--- config.mk ---
export PLATFORM = sky130hd
export DESIGN_NAME = switch_debounce_8ch
export DESIGN_NICKNAME = d
export VERILOG_FILES = /design/src/rtl/switch_debounce_8ch.sv
export SDC_FILE = /design/constraint.sdc
export NUM_CORES = 1
export LEC_CHECK = 0
export CAP_MARGIN = 0
export CORE_AREA = 5 5 95 75
export CTS_CLUSTER_DIAMETER = 40
export CTS_CLUSTER_SIZE = 30
export DETAILED_ROUTE_END_ITERATION = 10
export DIE_AREA = 0 0 100 80
export PLACE_DENSITY = 0.77
export SYNTH_ARGS = -nofsm -noshare
export SYNTH_HDL_FRONTEND = slang
export SYNTH_SLANG_ARGS = --single-unit
--- constraint.sdc ---
create_clock -name clk -period 2.7 [get_ports clk]
set_input_delay 0.81 -clock clk [delete_from_list [all_inputs] [get_ports clk]]
set_output_delay 0.81 -clock clk [all_outputs]
set_load 0.005 [all_outputs]
--- src/rtl/switch_debounce_8ch.sv ---
// switch_debounce_8ch: two-flop synchronizer, shared sample prescaler and
// per-channel stability counters that turn raw switch levels into clean edges.
module switch_debounce_8ch #(
    parameter int           N          = 8,
    parameter int           TICK_DIV   = 50000,
    parameter int           STABLE_CNT = 4,
    parameter logic [N-1:0] RESET_VAL  = '0
) (
    input  logic         clk,
    input  logic         reset,
    input  logic [N-1:0] sw_in,
    output logic [N-1:0] db_out,
    output logic [N-1:0] rise,
    output logic [N-1:0] fall,
    output logic         changed,
    output logic         tick
);

    localparam int PW = (TICK_DIV > 1) ? $clog2(TICK_DIV) : 1;
    localparam int CW = $clog2(STABLE_CNT + 1);

    localparam logic [PW-1:0] PRE_LAST = PW'(TICK_DIV - 1);
    localparam logic [CW-1:0] CNT_LAST = CW'(STABLE_CNT - 1);

    logic [N-1:0]  r_sync1;
    logic [N-1:0]  r_sync2;
    logic [PW-1:0] r_pre;
    logic [CW-1:0] r_cnt [N];

    logic          w_pre_wrap;
    logic [N-1:0]  w_hit;

    assign w_pre_wrap = (r_pre == PRE_LAST);

    // Bring the asynchronous pins into the clk domain.
    always_ff @(posedge clk) begin
        if (reset) begin
            r_sync1 <= RESET_VAL;
            r_sync2 <= RESET_VAL;
        end else begin
            r_sync1 <= sw_in;
            r_sync2 <= r_sync1;
        end
    end

    // Divide clk down to a one-cycle sample strobe every TICK_DIV cycles.
    always_ff @(posedge clk) begin
        if (reset) begin
            r_pre <= '0;
            tick  <= 1'b0;
        end else begin
            tick <= w_pre_wrap;
            if (w_pre_wrap) begin
                r_pre <= '0;
            end else begin
                r_pre <= r_pre + PW'(1);
            end
        end
    end

    // Channels whose new level has now been seen on enough consecutive ticks.
    always_comb begin
        w_hit = '0;
        for (int i = 0; i < N; i++) begin
            w_hit[i] = tick
                     && (r_sync2[i] != db_out[i])
                     && (r_cnt[i] == CNT_LAST);
        end
    end

    // Advance stability counters on ticks and commit accepted levels.
    always_ff @(posedge clk) begin
        if (reset) begin
            db_out  <= RESET_VAL;
            rise    <= '0;
            fall    <= '0;
            changed <= 1'b0;
            for (int i = 0; i < N; i++) begin
                r_cnt[i] <= '0;
            end
        end else begin
            rise    <= w_hit & r_sync2;
            fall    <= w_hit & ~r_sync2;
            changed <= |w_hit;
            if (tick) begin
                db_out <= (db_out & ~w_hit) | (r_sync2 & w_hit);
                for (int i = 0; i < N; i++) begin
                    if ((r_sync2[i] == db_out[i]) || w_hit[i]) begin
                        r_cnt[i] <= '0;
                    end else begin
                        r_cnt[i] <= r_cnt[i] + CW'(1);
                    end
                end
            end
        end
    end

endmodule
==> results of run 1 <==
==> state kept, by name, summed over array words and instances (netlist names), named ones only <==
register,flops
changed,1
tick,1
rise,8
r_sync2,8
r_pre,16
r_cnt,24
fall,8
r_sync1,8
==> how the worst max path moves through the flow <==
| stage | startpoint | end | slack, ns | cells after the start |
|---|---|---|---|---|
| 2_1_floorplan | reset | r_cnt[0][0] | 0.57 | 3 |
| 3_3_place_gp | reset | r_cnt[1][7] | 0.44 | 4 |
| 3_5_place_dp | reset | r_cnt[1][10] | 0.39 | 4 |
| 4_1_cts | register | db_out[1] | 0.56 | 1 |
| 5_1_grt | register | db_out[1] | 0.53 | 1 |
| 6_report | register | db_out[1] | 0.59 | 1 |
==> per-layer routing <==
metal / up-vias / wire (um) / global-route usage (%)
li1: 1094 / - / -
met1: 958 / 2632 / 19.45
met2: 39 / 2434 / 23.50
met3: 9 / 303 / 4.891
met4: 0 / 95 / 7.268
met5: - / 0 / 0
==> stage by stage <==
| stage | total power (W) | cells |
|---|---|---|
| 2_1_floorplan | 0.001388 | 301 |
| 3_3_place_gp | 0.001416 | 414 |
| 3_5_place_dp | 0.001419 | 414 |
| 4_1_cts | 0.002426 | 430 |
| 5_1_grt | 0.002492 | 430 |
| 6_report | 0.002398 | 430 |
==> final cells by class <==
type	instances	area, sq um	area share (%)
Timing Repair Buffer	39	380.4	9.688
Sequential cell	82	1882	47.93
Inverter	21	78.83	2.008
Multi-Input combinational cell	191	1249	31.80
Tap cell	81	101.3	2.581
Clock inverter	6	86.33	2.199
Clock buffer	10	148.9	3.792
==> cell usage in the layout, fill, tap and decap left out, types with 3 or more instances in the layout <==
cell             Yosys  routed
xnor2_1             15      15
buf_4                1       4
nor3_1               8       8
nand3_1             11      11
nand2_1             21      21
or3_1                3       3
inv_1               21      21
dfxtp_1             58      58
mux2i_1              4       4
clkbuf_8             0       9
ha_1                17      17
nor2_1              50      50
a21oi_1              4       4
nor2b_1             17      17
edfxtp_1            24      24
nor3b_1             12      12
nor4_2               4       4
clkdlybuf4s50_1      0      35
xor2_1               7       7
==> where the power goes <==
group          internal [W]  switching (W)
sequential          0.00129      0.0000152
clock              0.000576       0.000431
combinational     0.0000387      0.0000437
total               0.00191       0.000490
==> kinds of logic after synthesis <==
group                      Yosys count  synth area share [%]
adders and majority gates           17                 6.564
and+or+nand+nor                    140                 23.24
xor gates and xnor gates            22                 5.946
buffers and inverters               28                 3.398
DFF                                 82                 58.07
AOI/OAI and AO/OA                    8                 1.544
muxes                                4                 1.236
==> results.json, run 1 <==
{
  "crit_type": "reg2out",
  "root_buffer": "clkbuf_8",
  "yosysWarnings": 0,
  "hold_viol": 0,
  "gp_congestion": 0.7664,
  "grt_overflow_total": 0,
  "synth-seq-cells": 82,
  "hold_ws_ns": 0.4382,
  "insertion_delay_ns": 0.34,
  "synthCells": 301,
  "dieArea_sq_um": 8000,
  "rsz0062_at_grt": "no",
  "setup_slack_ns": 0.5927,
  "synthTopCellsByArea": "dfxtp_1 (36%), edfxtp_1 (22%), ha_1 (6.6%), nor2_1 (5.8%), xnor2_1 (4.1%)",
  "setup_violations": 0,
  "crit_chain": "clkdlybuf4s50_1",
  "synth_fp_nets": 328,
  "max_freq_mhz": 474.6,
  "async_reset_ff_share_pct": 0,
  "design_area_sq_um": 3926,
  "rows": 25,
  "ctsHtreeMaxLevel": 3,
  "whs_endpoint": "r_sync2[6]",
  "ff2ff_setup_slack_ns": 1.17,
  "r2r_cells": 4,
  "synth_top_area_share_pct": 35.83,
  "post_cts_resized": 0,
  "hp-start": "r_sync1[6]",
  "synth-edff-count": 24,
  "critPathRequiredTime_ns": 1.89,
  "antenna_found_initial": 0,
  "slew_violations": 0,
  "remaining_drc_errors": 0,
  "drive_above_1_share_pct": 8.023,
  "layout.nets": 371,
  "initial_utilization_pct": 53.13,
  "finClkSkew_ns": 0.007778,
  "hold_path.class": "reg2reg",
  "routedWlPerCell_um": 12.71,
  "drv_cap": 0,
  "ir_drop_mv": 0.3128,
  "power_density_nw_per_um2": 610.7,
  "io_pins": 36,
  "critical_path_buf_inv_count": 1,
  "grt_max_degree": 27,
  "cts_tree": "built",
  "synth.most_common_cell": "dfxtp_1",
  "crit_path_top_delay_cell": "clkdlybuf4s50_1",
  "gr-usage-all-layers_pct": 15.26,
  "die_y_um": 80,
  "syn-cell-area_sq_um": 3241,
  "cts_sinks": 82,
  "max_stage_delay_ns": 0.53,
  "slew_headroom_pct": 62.00,
  "reg2reg_from": "r_cnt[1][9]",
  "cts_max_path_buffers": 2,
  "cts_buffers": 9,
  "crit_path_end_kind": "output pin",
  "detail_route.vias_per_cell": 4.884,
  "synth_cell_type_count": 34,
  "syn_to_final_growth_pct": 21.16,
  "final_util_pct": 64.37,
  "drtAntennaViolNets": 0,
  "port-buffer-count": 35,
  "whs_path_depth": 1,
  "fill_cells": 495,
  "tns_ns": 0,
  "critPathTopFamily": "buffers and inverters",
  "grt_pass1_vias": 2050,
  "fin_crit_ns": 2.107,
  "layout_worst_path_cycle_share_pct": 78.05,
  "holdBufCountCts": 0,
  "drt_first_pass_iters": 4,
  "wirelength_um": 5467,
  "post-cts-setup-buffers": 0,
  "p_leak_nw": 1.534,
  "clk_pin_slew_ns": 0.08,
  "core_region_area_sq_um": 6100,
  "die_x_um": 100,
  "hpwl_um": 3865,
  "synth-seq-area-share_pct": 58.07,
  "synth_top_flop_cell": "dfxtp_1",
  "synth_top_cell_by_area": "dfxtp_1",
  "placed_area_sq_um": 3691,
  "vias": 2100,
  "worst_ep_arrival_time_ns": 1.30,
  "drt_iter0_drc": 54,
  "status": "finished, final reports clean",
  "synth.top_cells.by_count": "dfxtp_1 (58), nor2_1 (50), edfxtp_1 (24)",
  "synth.avg_cell_area_sq_um": 10.77,
  "r2r_end": "r_cnt[1][10]",
  "grt_pass1_wl_um": 9459,
  "start_kind": "register",
  "dp_slack_ns": 0.3876,
  "worstPathMaxFanout": 5,
  "worst_pin_slew_ns": 0.5700,
  "n_antenna_cell": 0
}
(Power assumes the default switching activity.)
==> run 2, diff against run 1 <==
--- a/config.mk
+++ b/config.mk
@@ -6,12 +6,12 @@
 export NUM_CORES = 1
 export LEC_CHECK = 0
 export CAP_MARGIN = 0
-export CORE_AREA = 5 5 95 75
+export CORE_AREA = 5 5 99 78
 export CTS_CLUSTER_DIAMETER = 40
 export CTS_CLUSTER_SIZE = 30
 export DETAILED_ROUTE_END_ITERATION = 10
-export DIE_AREA = 0 0 100 80
-export PLACE_DENSITY = 0.77
+export DIE_AREA = 0 0 104 83
+export PLACE_DENSITY = 0.74
 export SYNTH_ARGS = -nofsm -noshare
 export SYNTH_HDL_FRONTEND = slang
 export SYNTH_SLANG_ARGS = --single-unit
==> constraint.sdc (replaced) <==
create_clock -name clk -period 1.9 [get_ports clk]
set_input_delay 0.57 -clock clk [delete_from_list [all_inputs] [get_ports clk]]
set_output_delay 0.57 -clock clk [all_outputs]
set_load 0.005 [all_outputs]
==> run 2 against run 1 <==
Combinational power up 51%; sequential cell count unchanged; clock power is 14% higher; sequential power grew 42%; wire length rose by 0.93%; via count is 0.86% lower; power is 31% higher; cell area grew 0.38%; critical endpoint is now db_out[7]; die area rose by 7.9%.
==> results.json, run 2 (synthesis results as in run 1) <==
{
  "crit_path_top_delay_cell": "clkdlybuf4s50_1",
  "dieArea_sq_um": 8632,
  "worst_pin_slew_ns": 0.3645,
  "max_freq_mhz": 548.6,
  "port-buffer-count": 35,
  "slew_violations": 0,
  "layout.nets": 379,
  "worst_ep_arrival_time_ns": 1.25,
  "clk_pin_slew_ns": 0.09,
  "layout_worst_path_cycle_share_pct": 95.93,
  "routedWlPerCell_um": 12.51,
  "top_register": "r_cnt",
  "fin_crit_ns": 1.823,
  "cts_max_path_buffers": 2,
  "drv_cap": 0,
  "cts_tree": "built",
  "gr-usage-all-layers_pct": 13.84,
  "layout_common_cells": "dfxtp_1 (54), nor2_1 (50), clkdlybuf4s50_1 (35)",
  "rsz0062_at_grt": "no",
  "grt_overflow_total": 0,
  "grt-busiest-layer": "met2",
  "cts_buffers": 9,
  "die_x_um": 104,
  "worstPathMaxFanout": 5,
  "drive_above_1_share_pct": 11.48,
  "wirelength_um": 5518,
  "initial_utilization_pct": 48.83,
  "top_regs": "r_cnt x24, r_pre x16",
  "gr-usage-met2_pct": 20.66,
  "ir_drop_mv": 0.5334,
  "insertion_delay_ns": 0.34,
  "cts_sinks": 82,
  "crit_type": "reg2out",
  "critPathTopFamily": "buffers and inverters",
  "largest_reg_flops": 24,
  "holdBufCountCts": 0,
  "n_antenna_cell": 0,
  "detail_route.vias_per_cell": 4.721,
  "use_met3_pct": 5.659,
  "crit_path_end_kind": "output pin",
  "drtAntennaViolNets": 0,
  "drt_first_pass_iters": 4,
  "power_density_nw_per_um2": 796.1,
  "syn_to_final_growth_pct": 21.62,
  "hpwl_um": 4002,
  "finClkSkew_ns": 0.006648,
  "ctsHtreeMaxLevel": 3,
  "fin_cells": 441,
  "hold_viol": 0,
  "core_region_area_sq_um": 6636,
  "grt_max_degree": 32,
  "drt_iter0_drc": 93,
  "io_pins": 36,
  "antenna_found_initial": 0,
  "start_kind": "register",
  "root_buffer": "clkbuf_8",
  "dp.cells": 425,
  "critPathRequiredTime_ns": 1.33,
  "p_leak_nw": 1.550,
  "crit_chain": "clkdlybuf4s50_1",
  "grt_use_met1_pct": 18.84,
  "vias": 2082,
  "grt_pass1_vias": 2075,
  "layout_commonest_cell": "dfxtp_1",
  "hold_ws_ns": 0.4416,
  "setup_violations": 0,
  "critical_path_buf_inv_count": 1,
  "tns_ns": 0,
  "die_y_um": 83,
  "grt_pass1_wl_um": 9860,
  "max_stage_delay_ns": 0.54,
  "rows": 26,
  "status": "finished, final reports clean",
  "hold_path.class": "reg2reg",
  "gp_congestion": 0.7266,
  "slew_headroom_pct": 75.63,
  "remaining_drc_errors": 0
}
-- run 2: changes by cell type in the layout (fill, tap and decap cells not counted), sizes merged --
cell	before	now
clkinv	2	1
clkbuf	10	9
bufinv	2	0
buf	4	12
inv	22	26
-- run 2: power breakdown --
group          total (W)  switching [W]  leakage [nW]  internal (W)
registers        0.00186      0.0000223         0.711       0.00184
logic           0.000124      0.0000622         0.747     0.0000618
clock network    0.00115       0.000658        0.0916      0.000496
-- run 2: worst reg2reg max path, stage by stage, from the launching register on --
cell      delay [ns]
edfxtp_1        0.40
ha_1            0.22
ha_1            0.23
or3_1           0.43
nor2_1          0.10
-- run 2: cell type report --
class / count / area, sq um
clock inverters: 7 / 57.56
fillers: 556 / 2695
inverters: 21 / 78.83
repair buffers: 47 / 440.4
flip-flops and latches: 82 / 1887
well taps: 84 / 105.1
clock buffers: 9 / 123.9
multi-input cells: 191 / 1249
-- run 2: through the flow --
step	setup slack (ns)	util (%)	total power (W)	instance area (sq um)
global route	0.01292	59.39	0.003287	3941
CTS	0.02335	59.33	0.003176	3938
finish	0.07731	59.39	0.003138	3941
floorplan	0.01070	-	0.001972	3241
detailed placement	-0.05963	56.58	0.002026	3755
global placement	-0.03872	56.58	0.002020	3755
-- run 2: timing repair --
item / 4_1_cts / 5_1_grt
hold endpoints to repair: 0 / 0
buffers inserted: 0 / 0
gates resized for setup: 1 / 3
setup endpoints to repair: 1 / 3
-- run 2: per-layer routing --
layer  wire length, um  part of all wire [%]
met5                 0                     0
met3               316                   5.7
met4                23                  0.42
met1              2742                    50
met2              2435                    44
-- run 2: path summary, 6_finish.rpt --
check                           slack [ns]   startpoint  cells past startpoint      endpoint
worst min register to register        0.44   r_sync1[4]                      1    r_sync2[4]
worst max register to register        0.38  r_cnt[1][9]                      4  r_cnt[1][10]
worst max-delay path                  0.08     register                      1     db_out[7]
worst min-delay path                  0.44   r_sync1[4]                      1    r_sync2[4]
==> run 3, diff against run 2 <==
--- a/config.mk
+++ b/config.mk
@@ -6,11 +6,12 @@
 export NUM_CORES = 1
 export LEC_CHECK = 0
 export CAP_MARGIN = 0
-export CORE_AREA = 5 5 99 78
+export CORE_AREA = 2 2 96 75
 export CTS_CLUSTER_DIAMETER = 40
 export CTS_CLUSTER_SIZE = 30
 export DETAILED_ROUTE_END_ITERATION = 10
-export DIE_AREA = 0 0 104 83
+export DIE_AREA = 0 0 98 77
+export GPL_ROUTABILITY_DRIVEN = 0
 export PLACE_DENSITY = 0.74
 export SYNTH_ARGS = -nofsm -noshare
 export SYNTH_HDL_FRONTEND = slang
==> constraint.sdc (replaced) <==
create_clock -name clk -period 1.9 [get_ports clk]
set_input_delay 0.38 -clock clk [delete_from_list [all_inputs] [get_ports clk]]
set_output_delay 0.38 -clock clk [all_outputs]
set_load 0.005 [all_outputs]
==> run 3 against run 2 <==
Wire length down 5.0%; sequential cell count unchanged; clock-buffer cell count up 7; worst hold slack worse by 0.0019 ns.
==> results.json, run 3 (synthesis results as in run 1) <==
{
  "grt_pass1_vias": 1963,
  "rsz0062_at_grt": "no",
  "startpoint": "tick",
  "ir_drop_mv": 0.4801,
  "grt_pass1_wl_um": 8949,
  "grt_max_degree": 25,
  "cts_max_path_buffers": 2,
  "whs_endpoint": "r_sync2[1]",
  "root_buffer": "clkbuf_8",
  "hold_path.class": "reg2reg",
  "hpwl_um": 3701,
  "start_kind": "register",
  "layout.nets": 372,
  "post-cts-setup-buffers": 0,
  "critPathTopFamily": "buffers and inverters",
  "hold_viol": 0,
  "drive_above_1_share_pct": 8.000,
  "crit_path_top_delay_cell": "clkdlybuf4s50_1",
  "worst_pin_slew_ns": 0.5716,
  "insertion_delay_ns": 0.35,
  "top_register": "r_cnt",
  "worst_ep_arrival_time_ns": 1.34,
  "drtAntennaViolNets": 0,
  "routedWlPerCell_um": 12.08,
  "ff2ff_setup_slack_ns": 0.38,
  "crit_chain": "clkdlybuf4s50_1",
  "wirelength_um": 5244,
  "setup_slack_ns": 0.1788,
  "drt_iter0_drc": 62,
  "die_x_um": 98,
  "slew_violations": 0,
  "dieArea_sq_um": 7546,
  "die_y_um": 77,
  "final_util_pct": 59.30,
  "max_freq_mhz": 581.0,
  "top_regs": "r_cnt x24, r_pre x16",
  "max_stage_delay_ns": 0.54,
  "crit_type": "reg2out",
  "slew_headroom_pct": 61.90,
  "setup_violations": 0,
  "detail_route.vias_per_cell": 4.811,
  "grt_overflow_total": 0,
  "syn_to_final_growth_pct": 20.85,
  "post_cts_resized": 0,
  "p_total_w": 0.003260,
  "port-buffer-count": 35,
  "initial_utilization_pct": 49.07,
  "cts_buffers": 9,
  "status": "finished, final reports clean",
  "tns_ns": 0,
  "power_density_nw_per_um2": 832.4,
  "remaining_drc_errors": 0,
  "n_antenna_cell": 0,
  "holdBufCountCts": 0,
  "critical_path_buf_inv_count": 1,
  "vias": 2088,
  "dp_slack_ns": 0.09285,
  "core_region_area_sq_um": 6604,
  "reg2reg_from": "r_cnt[1][9]",
  "p_leak_nw": 1.530,
  "rows": 26,
  "worstPathMaxFanout": 8,
  "drv_cap": 0,
  "antenna_found_initial": 0,
  "layout_commonest_cell": "dfxtp_1",
  "r2r_cells": 4,
  "crit_path_end_kind": "output pin",
  "whs_path_depth": 1,
  "critPathRequiredTime_ns": 1.52,
  "layout_common_cells": "dfxtp_1 (57), nor2_1 (50), clkdlybuf4s50_1 (35)",
  "ctsHtreeMaxLevel": 3,
  "cts_sinks": 82,
  "fin_crit_ns": 1.721,
  "layout_worst_path_cycle_share_pct": 90.59,
  "finClkSkew_ns": 0.007053,
  "hp-start": "r_sync1[1]",
  "drt_first_pass_iters": 4,
  "gr-usage-all-layers_pct": 15.10,
  "r2r_end": "r_cnt[1][11]",
  "largest_reg_flops": 24,
  "clk_pin_slew_ns": 0.08,
  "cts_tree": "built",
  "io_pins": 36
}
==> run 3: cell types whose count changed in the layout (fill, tap and decap cells not counted), sizes merged <==
cell | before | now
inv | 26 | 21
clkinv | 1 | 0
clkinvlp | 1 | 0
clkbuf | 9 | 16
buf | 12 | 5
==> run 3: layout make-up <==
| cell class | instances | area [sq um] |
|---|---|---|
| fill | 544 | 2688 |
| sequential | 82 | 1883 |
| multi-input combinational | 191 | 1249 |
| timing repair buffer | 40 | 387.9 |
| clock buffer | 16 | 212.7 |
| tap | 84 | 105.1 |
| inverter | 21 | 78.83 |
==> run 3: routing by layer <==
metal / part of all wire, % / global-route usage (%) / up-vias / routed length (um)
met3: 4.7 / 5.925 / 7 / 244
met1: 51 / 20.84 / 945 / 2675
met2: 43 / 21.51 / 43 / 2262
met5: 0 / 0 / - / 0
li1: - / - / 1093 / -
met4: 1.2 / 5.417 / 0 / 62
==> run 3: through the flow <==
| step | std cells | area, sq um | hold slack (ns) |
|---|---|---|---|
| floorplan | 301 | 3241 | 0.4138 |
| global placement | 418 | 3702 | 0.4205 |
| detailed placement | 418 | 3702 | 0.4247 |
| CTS | 434 | 3915 | 0.4432 |
| global route | 434 | 3916 | 0.4633 |
| finish | 434 | 3916 | 0.4397 |
==> run 3: worst max-delay path by stage <==
stage                  endpoint  slack, ns  cells past startpoint
global route               tick       0.14                      1
detailed placement  r_cnt[1][7]       0.09                      4
finish                     tick       0.18                      1
floorplan           r_cnt[0][0]       0.20                      3
global placement    r_cnt[1][8]       0.13                      4
CTS                        tick       0.02                      1
==> run 3: worst register-to-register path: cells and delay by family (launching register included) <==
kind	cells	cell delay, ns
DFF	1	0.40
and+or+nand+nor	2	0.53
adders and majority gates	2	0.46
==> run 3: report_power, final <==
part	internal [W]	switching [W]
logic	0.0000545	0.0000594
registers	0.00184	0.0000222
clock network	0.000708	0.000577
